===== src/rtl/e0c6s46_cpu.sv =====
// Multi-cycle 4-bit core executing a subset of the Epson E0C6S46 instruction set.
// A FETCH/DECODE/EXEC sequencer drives the ROM and RAM buses one nibble per step.
module e0c6s46_cpu #(
    parameter logic [12:0] RESET_PC = 13'h0100
) (
    input  logic        clk,
    input  logic        reset,
    output logic [12:0] rom_addr,
    input  logic [11:0] rom_data,
    output logic        memory_write_en,
    output logic [11:0] memory_addr,
    output logic [3:0]  memory_write_data,
    input  logic [3:0]  memory_read_data
);

    typedef enum logic [1:0] {FETCH, DECODE, EXEC} seq_state_t;

    seq_state_t  state, state_next;
    logic [2:0]  step;
    logic [11:0] ir;

    logic [12:0] pc, pc_next;
    logic [4:0]  np;
    logic [3:0]  a, b;
    logic [11:0] x, y;
    logic [7:0]  sp;
    logic        zero, carry, decimal, interrupt;

    logic [3:0]  pcsl, pcsh;
    logic        is_retd, is_pset, jump_taken, last_cycle_step;
    logic [7:0]  sp_plus1, sp_plus2, xl_plus1;

    logic unused_state;
    assign unused_state = ^{a, b, y, decimal, interrupt};

    assign rom_addr = pc;
    assign sp_plus1 = sp + 8'd1;
    assign sp_plus2 = sp + 8'd2;
    assign xl_plus1 = x[7:0] + 8'd1;

    always_comb begin
        is_retd         = (ir[11:8] == 4'h1);
        is_pset         = (ir[11:5] == 7'b1110_010);
        last_cycle_step = (state == EXEC) && (!is_retd || step == 3'd5);
        case (ir[11:8])
            4'h0:    jump_taken = 1'b1;
            4'h2:    jump_taken = carry;
            4'h3:    jump_taken = !carry;
            4'h6:    jump_taken = zero;
            4'h7:    jump_taken = !zero;
            default: jump_taken = 1'b0;
        endcase

        pc_next = pc;
        if (state == EXEC) begin
            if (jump_taken)
                pc_next = {np, ir[7:0]};
            else if (is_retd && step == 3'd3)
                pc_next = {pc[12], memory_read_data, pcsh, pcsl};
        end

        state_next = state;
        case (state)
            FETCH:   state_next = DECODE;
            DECODE:  state_next = EXEC;
            EXEC:    state_next = last_cycle_step ? FETCH : EXEC;
            default: state_next = FETCH;
        endcase
    end

    // A write step suppressed by reset must not reach RAM on the reset edge itself.
    always_comb begin
        memory_addr       = {4'h0, sp};
        memory_write_en   = 1'b0;
        memory_write_data = 4'h0;
        if (state == EXEC && is_retd) begin
            case (step)
                3'd1: memory_addr = {4'h0, sp_plus1};
                3'd2: memory_addr = {4'h0, sp_plus2};
                3'd4: begin
                    memory_addr       = x;
                    memory_write_en   = !reset;
                    memory_write_data = ir[3:0];
                end
                3'd5: begin
                    memory_addr       = {x[11:8], xl_plus1};
                    memory_write_en   = !reset;
                    memory_write_data = ir[7:4];
                end
                default: ;
            endcase
        end
    end

    always_ff @(posedge clk) begin
        if (reset) begin
            state     <= FETCH;
            step      <= 3'd0;
            ir        <= 12'h000;
            pc        <= RESET_PC;
            np        <= 5'h01;
            a         <= 4'h0;
            b         <= 4'h0;
            x         <= 12'h000;
            y         <= 12'h000;
            sp        <= 8'h00;
            zero      <= 1'b0;
            carry     <= 1'b0;
            decimal   <= 1'b0;
            interrupt <= 1'b0;
            pcsl      <= 4'h0;
            pcsh      <= 4'h0;
        end else begin
            state <= state_next;
            case (state)
                DECODE: begin
                    ir      <= rom_data;
                    pc[7:0] <= pc[7:0] + 8'd1;
                    step    <= 3'd0;
                end
                EXEC: begin
                    pc   <= pc_next;
                    step <= step + 3'd1;
                    if (is_retd) begin
                        if (step == 3'd1) pcsl <= memory_read_data;
                        if (step == 3'd2) pcsh <= memory_read_data;
                        if (step == 3'd3) sp <= sp + 8'd3;
                        if (step == 3'd5) x[7:0] <= x[7:0] + 8'd2;
                    end
                    if (ir[11:8] == 4'hB) x[7:0] <= ir[7:0];
                    if (ir[11:8] == 4'h8) y[7:0] <= ir[7:0];
                    if (ir[11:4] == 8'hE0) a <= ir[3:0];
                    // PSET preloads the page for the next jump, so it must not be overwritten here.
                    if (is_pset)
                        np <= ir[4:0];
                    else if (last_cycle_step)
                        np <= pc_next[12:8];
                end
                default: ;
            endcase
        end
    end

endmodule


===== config.mk =====
export PLATFORM = sky130hd
export DESIGN_NAME = e0c6s46_cpu
export DESIGN_NICKNAME = d
export VERILOG_FILES = /design/src/rtl/e0c6s46_cpu.sv
export SDC_FILE = /design/constraint.sdc
export NUM_CORES = 1
export LEC_CHECK = 0
export ABC_AREA = 1
export CAP_MARGIN = 30
export CORE_ASPECT_RATIO = 0.6
export CORE_MARGIN = 1
export CORE_UTILIZATION = 60
export CTS_BUF_LIST = sky130_fd_sc_hd__clkbuf_8
export DETAILED_ROUTE_END_ITERATION = 8
export GPL_ROUTABILITY_DRIVEN = 0
export GPL_TIMING_DRIVEN = 0
export PLACE_DENSITY = 0.86
export SLEW_MARGIN = 25
export SYNTH_ARGS = -nofsm -noshare
export SYNTH_HDL_FRONTEND = slang
export SYNTH_SLANG_ARGS = --single-unit

===== constraint.sdc =====
create_clock -name clk -period 3 [get_ports clk]
set_clock_uncertainty 0.15 [all_clocks]
set_input_delay 0.3 -clock clk [delete_from_list [all_inputs] [get_ports clk]]
set_output_delay 0.3 -clock clk [all_outputs]
set_load 0.1 [all_outputs]

[Word level (Yosys, flattened, before mapping)]
Cells that the tools add are included.
Operators by class
  $add $sub $neg: 7
  $mul: 0
  div/mod/pow operators: 0
  $lt $le $gt $ge: 0
  eq/ne operators: 13
  shifts and indexed selects: 0
  mux-type cells: 18
  bitwise operators: 0
  reductions and logical operators: 20
Operators by type and width (number)
  two-way mux 8 bit: 4
  case mux 8 bit (4 select lines): 1
  adder 8 x 1 -> 8 bit, second input constant: 3
  adder 8 x 2 -> 8 bit, second input constant: 3
  case mux 8 bit (2 select lines): 1
  two-way mux 13 bit: 1
  two-way mux 12 bit: 1
  AND reduction 3 bit: 4
  two-way mux 5 bit: 2
  case mux 4 bit (2 select lines): 1
  nonzero test 2 bit: 4
  equality test 7 bit, second input constant: 1
  equality test 3 x 2 -> 1 bit, second input constant: 2
  equality test 3 bit, second input constant: 2
  case mux 2 bit (3 select lines): 1
  case mux 3 bit (2 select lines): 1
  equality test 4 x 1 -> 1 bit, second input constant: 1
  equality test 4 x 2 -> 1 bit, second input constant: 1
  equality test 4 x 3 -> 1 bit, second input constant: 1
  equality test 4 bit, second input constant: 1
  zero test 4 bit: 1
  two-way mux 4 bit: 1
  AND reduction 2 bit: 2
  adder 3 x 1 -> 3 bit, second input constant: 1
  12 further kinds: 17
Word-level totals
  flip-flop bits (word level): 59
  latch bits: 0
  bits in writable memories: 0
  memory bits (read-only): 0
  input port bits: 18
  output and inout port bits: 30
  logic and storage cells: 68
  memories kept: 0

[Logic depth before layout (Yosys ltp)]
Gate-level depths: netlist (run 1).
  depth in word-level cells: 6
  gate-level depth with buffers: 14
  gate-level depth less buffers: 12

[Worst setup path after synthesis (run 1)]
OpenSTA, ideal clock, no wires.
  kind: reg-to-output
  from: reg step[1]
  to: out memory_addr[6]
  data arrival time: 3.034 ns
  required time: 2.550 ns
  path slack: -0.484 ns
  stages on the path, launching flop included: 15
  buffers on the path: 2
  cells stage by stage: dfxtp_1 -> inv_1 -> ha_1 -> buf_4 -> nand2_4 -> buf_6 -> nand2_1 -> nand2_1 -> ha_1 -> nand2_1 -> nor2_1 -> nand2_1 -> nand3_1 -> nand2_1 -> a21oi_1
On the way
  longest elaborated chain between the ends: 3
  elaborated cells on any way between the ends: 6
  classes of those cells: eq/ne (4); mux (2)
RTL lines
  from (decl): line 19  | logic [2:0] step;
  from (signal assigned): line 123  | step <= step + 3'd1;
  equality test 3 bit, or another cell as far along: line 77  | case (step)
  case mux 8 bit (4 select lines) *: line 77
  two-way mux 8 bit *: line 76  | if (state == EXEC && is_retd) begin
  to (decl): line 11  | output logic [11:0] memory_addr,
Mark *: on every way between the ends. The rest lies on a longest branch, timed or not.

[Worst setup path in the final report (run 1)]
  from: reg step[1]
  to: out memory_addr[3]
Same word-level chain as after synthesis.

==> results of run 1 <==
==> metal layers <==
layer	global-route usage	up-vias	wire [microns]
met5	0	-	0
met4	0.1141	0	160
met3	0.1345	22	1633
met2	0.5344	280	4628
met1	0.4904	1877	4922
li1	-	1981	-
==> per-stage QoR <==
stage / setup slack [ps] / cell area (sq um)
global route: -45.10 / 4528
finish: 108.6 / 4528
detailed placement: -503.1 / 4278
global placement: -478.6 / 4278
floorplan: 41.62 / 3757
CTS: -3.230 / 4464
==> worst reg2reg max path, cell delays in order (launching register included) <==
cell and delay [ps]:
dfxtp_1 340, inv_1 80, ha_1 190, buf_2 190, inv_1 110, clkbuf_1 460
nand2_1 140, a21oi_1 190, nor2_1 70
==> flip-flops by register name (all words and copies together) (netlist names) <==
register	count
rom_addr	13
ir	12
sp	8
x	8
np	5
pcsh	4
pcsl	4
step	3
state	2
==> cell families after synthesis <==
| family | Yosys count | synth area share |
|---|---|---|
| AO/OA/AOI/OAI | 138 | 0.1968 |
| XOR/XNOR | 3 | 0.007067 |
| adder cells (fa/ha/maj) | 15 | 0.05047 |
| buffers and inverters | 89 | 0.1057 |
| flip-flops | 59 | 0.3176 |
| other | 1 | 0.001008 |
| AND/OR/NAND/NOR | 269 | 0.3213 |
==> placed cells by master (no fill, tap or decap), types with 2 or more instances in the layout <==
cell / instances
nand2_1: 123
nor2_1: 72
inv_1: 61
dfxtp_1: 57
o21ai_0: 55
a21oi_1: 53
nand3_1: 38
clkdlybuf4s50_1: 29
ha_1: 14
nand2_2: 10
clkbuf_8: 9
clkbuf_1: 8
buf_2: 7
buf_6: 6
nor2_4: 6
a21oi_2: 6
o21ai_1: 6
buf_4: 6
o22ai_1: 5
nor3_1: 5
clkdlybuf4s15_2: 5
inv_2: 4
o21bai_1: 4
conb_1: 4
xor2_1: 3
clkinvlp_4: 3
nand2_4: 2
nand3_2: 2
o31ai_1: 2
or2_2: 2
nor2_8: 2
nor2_2: 2
o21ai_2: 2
buf_1: 2
nand4_1: 2
nor3_2: 2
buf_12: 2
dfxtp_2: 2
==> power by group through the flow <==
stage          logic [mW]  clock network (mW)  registers (mW)
2_1_floorplan       0.207                   0           0.975
3_3_place_gp        0.416                   0           0.877
3_5_place_dp        0.423                   0           0.879
4_1_cts             0.427               0.725           0.862
5_1_grt             0.466               0.761           0.868
6_report            0.436               0.725           0.864
==> path summary, 6_finish.rpt <==
check / end / slack (ps) / cells after the start
setup / recovery: memory_addr[3] / 110 / 12
hold / removal: step[0] / 330 / 2
setup reg to reg: rom_addr[0] / 980 / 8
hold reg to reg: x[0] / 340 / 2
==> area by class of cell <==
class	instances	share of cell area
Buffer	25	0.03454
Timing Repair Buffer	42	0.09450
Inverter	64	0.05305
Tap cell	80	0.02211
Multi-Input combinational cell	429	0.4916
Clock buffer	9	0.02736
Sequential cell	59	0.2614
Clock inverter	7	0.01547
==> timing repair <==
action                     4_1_cts  5_1_grt
cloned                           0        0
pin swaps                        0        4
setup endpoints to repair       13        8
gates resized for setup         60       21
==> metrics, run 1 <==
CP peak stage delay=between 400 and 500 ps; number of synthesized flops with an enable pin=0; diode count=0; internal power=about 1.3 mW; switch share=0.3462; hold crit path type=in -> reg; Setup violations, final=0; Crit-path slowest cell=buf_2; CTS hold repair buffers=0; Period Utilization, post-route=0.9638; hold path start=reset; PortBufs=42; # fillers=around 440; crit-path leading delay family=buffers and inverters; Num Clock Sinks=59; #FFs+latches synth=59; cell row count=21; fraction of registers with async set/reset=0; Die ar.=6527 sq um; Register Area=1184 sq um; max_cap viols=0; final global-route overflow total=0; fin. max-slew vios=0; pwr dens=447.0 nW/um^2; Post-synth top cells=126 x nand2_1, 73 x nor2_1, 61 x inv_1; area leader, netlist=dfxtp_1; final core utilization=0.7833; CP Launch Point=step[1]; first-pass detailed-route iteration total=5; clock power share=0.358; Final Critical Period=2891 ps; Starting Density=0.6433; HPWL after detailed placement=8295 microns; largest net degree at the start of global routing=12; post-synth top area share=0.3176; worst skew pair latency=350 ps; main flop type after synthesis=dfxtp_1; Final TNS setup=0 ps; final layout net count=663; clock root cell=clkbuf_8; first-pass GRT wire length=18600 microns; core area=5781 sq um; Crit Path Category=reg -> out; Placed Instances=699; worst-margin pin slew=976.8 ps; via/cell ratio=between 5 and 6; Crit Reg-Reg Startpoint=state[0]; combinational share of power=0.215; WP buf/inv=4; Psw=700.7 uW; H-tree level count=3; Synth area leaders=dfxtp_1 32%, nand2_1 13%, a21oi_1 7.9%; wire per inst=between 15 and 20 microns; Total GRT Usage=0.3632; crit-path cells=inv_2 -> ha_1 -> buf_6 -> nand2_4 -> buf_6 -> nand2_1 -> nand2_2 -> nand3_1 -> nand2_1 -> nand3_1 -> a21oi_2 -> buf_2; Syn Inst Count=574; Area growth syn-to-layout=21.77%; DIE WIDTH=around 100 microns; Netlist cell types=38; num ports=between 40 and 50; Power, Total=2.024 mW; Non-Filler Instances=715; CTS tree=built; Post-Syn Area=3719 sq um; share of layout cells above drive strength 1=0.1370; yosys warns=0; CP Max Fanout=10; CP required=2550 ps; area occupied by multi-input gates=2226 sq um; Die Height=62.98 microns; critical path capture point type=primary output; crit start category=register; antenna violations before repair=0; sequential share of power=0.427; total CTS buffers=9; register area share after synthesis=0.3176; most frequent cell after synthesis=nand2_1; leak pwr=1.928 nW; Detail Route Antenna Nets=0; Mean Syn Cell Area=6.478 sq um; Clock Pin Slew Worst Setup and Hold Paths=around 70 ps; Final Routed Wirelength=11340 microns; Starting DRT DRC Count=424; vias in the first global route=3923; Max Clk Rate=345.8 MHz; Slew headroom=0.3468; final hold violation count=0; hold slack=330.8 ps; Vias=4160; Clock Path Buffers=2; DRC viols=0; status=finished clean; Arr. time, crit path=around 2400 ps; Post-CTS Setup Bufs=0; Worst VDD drop=323.8 uV
Note: power is estimated with default switching activity, not from simulation.
==> run 2: changes to the inputs <==
Settings changed: CORE_ASPECT_RATIO 0.6 to default, CORE_UTILIZATION 60 to 35, PLACE_DENSITY 0.86 to default.
==> metrics, run 2 (same netlist as run 1, synthesis figures left out) <==
Clock Path Buffers=2 (unchanged); commonest non-fill, non-tap cell in the layout=nand2_1 (unchanged); hold crit path type=in -> reg (unchanged); # fillers=1082 (was 436); leak pwr=1.928 nW (about the same); Die Height=105.1 microns (was 62.98 microns); Crit Reg-Reg Startpoint=state[0] (unchanged); Register Area=1184 sq um (unchanged); Final Critical Period=2866 ps (was 2891 ps); hold slack=325.5 ps (was 330.8 ps); Starting DRT DRC Count=196 (was 424); Area growth syn-to-layout=22.95% (was 21.77%); met3 routed WL=421 microns (was 1633 microns); CP Max Fanout=10 (unchanged); Max Clk Rate=349.0 MHz (was 345.8 MHz); cell row count=37 (was 21); DRC viols=0 (unchanged); CP Launch Point=step[1] (unchanged); critical path capture point type=primary output (unchanged); pre-CTS WS=-477.4 ps (was -503.1 ps); final core utilization=0.4429 (was 0.7833); CP required=2550 ps (about the same); commonest non-fill, non-tap cells in the layout=124 x nand2_1, 72 x nor2_1, 61 x inv_1, 57 x dfxtp_1, 55 x o21ai_0 (was 123 x nand2_1, 72 x nor2_1, 61 x inv_1, 57 x dfxtp_1, 55 x o21ai_0); core area=10320 sq um (was 5781 sq um); final layout net count=664 (was 663); diode count=0 (unchanged); Crit Path Category=reg -> out (unchanged); Clock Pin Slew Worst Setup and Hold Paths=70 ps (about the same); Final Routed Wirelength=10610 microns (was 11340 microns); via/cell ratio=4.983 (was 5.818); final hold violation count=0 (unchanged); num ports=48 (unchanged); Setup violations, final=0 (unchanged); hold path start=reset (unchanged); Placed Instances=755 (was 699); final global-route overflow total=0 (unchanged); Vias=3842 (was 4160); pwr dens=444.3 nW/um^2 (was 447.0 nW/um^2); total CTS buffers=9 (unchanged); worst skew pair latency=340 ps (was 350 ps); Starting Density=0.3602 (was 0.6433); wire per inst=13.76 microns (was 15.87 microns); clock root cell=clkbuf_8 (unchanged); status=finished clean (unchanged); Slew headroom=0.3420 (was 0.3468); max_cap viols=0 (unchanged); HPWL after detailed placement=8105 microns (was 8295 microns); top routing layer used=met4 (unchanged); fin. max-slew vios=0 (unchanged); cell area after layout=4572 sq um (was 4528 sq um); Power, Total=2.031 mW (was 2.024 mW); Num Clock Sinks=59 (unchanged); CTS tree=built (unchanged); area occupied by multi-input gates=2193 sq um (was 2226 sq um); Arr. time, crit path=2420 ps (was 2440 ps); Total GRT Usage=0.1977 (was 0.3632); routed wl met2=5032 microns (was 4628 microns); first-pass detailed-route iteration total=5 (unchanged); largest net degree at the start of global routing=11 (was 12); crit start category=register (unchanged); share of layout cells above drive strength 1=0.1339 (was 0.1370); Final TNS setup=0 ps (unchanged); PortBufs=42 (unchanged); Post-DP Area=4348 sq um (was 4278 sq um); routed length on met1=5058 microns (was 4922 microns); worst-margin pin slew=984.0 ps (was 976.8 ps); Non-Filler Instances=771 (was 715); max reg flops=13 (unchanged); Setup WS post-layout=134.5 ps (was 108.6 ps); Die ar.=11040 sq um (was 6527 sq um); DIE WIDTH=105.1 microns (was 103.6 microns); antenna violations before repair=0 (unchanged); vias in the first global route=3480 (was 3923); Period Utilization, post-route=0.9552 (was 0.9638); first-pass GRT wire length=17280 microns (was 18600 microns); Worst VDD drop=246.3 uV (was 323.8 uV); CTS hold repair buffers=0 (unchanged); H-tree level count=3 (unchanged); Detail Route Antenna Nets=0 (unchanged)
run 2: path summary, 6_finish.rpt:
path	to	slack [ps]	depth (start not counted)
min	step[0]	330	2
min reg2reg	np[0]	330	2
max	memory_addr[6]	130	15
max reg2reg	rom_addr[1]	1060	7
run 2: critical path, cell delays in order, from the launching register on:
cell,delay (ps)
dfxtp_2,350
inv_1,70
ha_1,190
buf_6,140
nand2_4,70
buf_6,130
nand2_1,70
nand2_2,90
ha_2,190
nand2_2,70
nor2_2,130
nand2_1,60
nand3_1,60
nand2_1,70
a21oi_2,180
buf_8,220
run 2: repair_timing:
| item | in CTS | in global routing |
|---|---|---|
| buffers inserted | 0 | 1 |
| gates resized for setup | 60 | 15 |
| endpoints found under the setup margin | 13 | 10 |
| pin swaps | 0 | 2 |
run 2: layout make-up:
cell class              count  area share
clock inverters             4     0.01095
inverters                  64     0.05255
plain buffers              25     0.03421
flip-flops and latches     59      0.2589
well taps                 136     0.03722
repair buffers             43     0.09332
clock buffers              11     0.03311
multi-input cells         429      0.4797
run 2: per-layer routing:
layer / track usage / vias to the layer above
met5: 0 / -
met4: 0.05231 / 0
met3: 0.03743 / 10
met2: 0.3264 / 84
met1: 0.2633 / 1764
li1: - / 1984
run 2: report_power, final:
part           switching (mW)  internal, mW  leakage, nW  total [mW]
clock network           0.324         0.423       0.0974       0.746
registers              0.0427         0.823        0.481       0.866
logic                   0.298         0.121         1.35       0.419
total                   0.665          1.37         1.93        2.03
==> run 3: changes to the inputs <==
Settings changed: CORE_MARGIN 1 to default.
==> results of run 3 <==
Same layout as run 2: the final DEF is identical, and so are final timing and power.
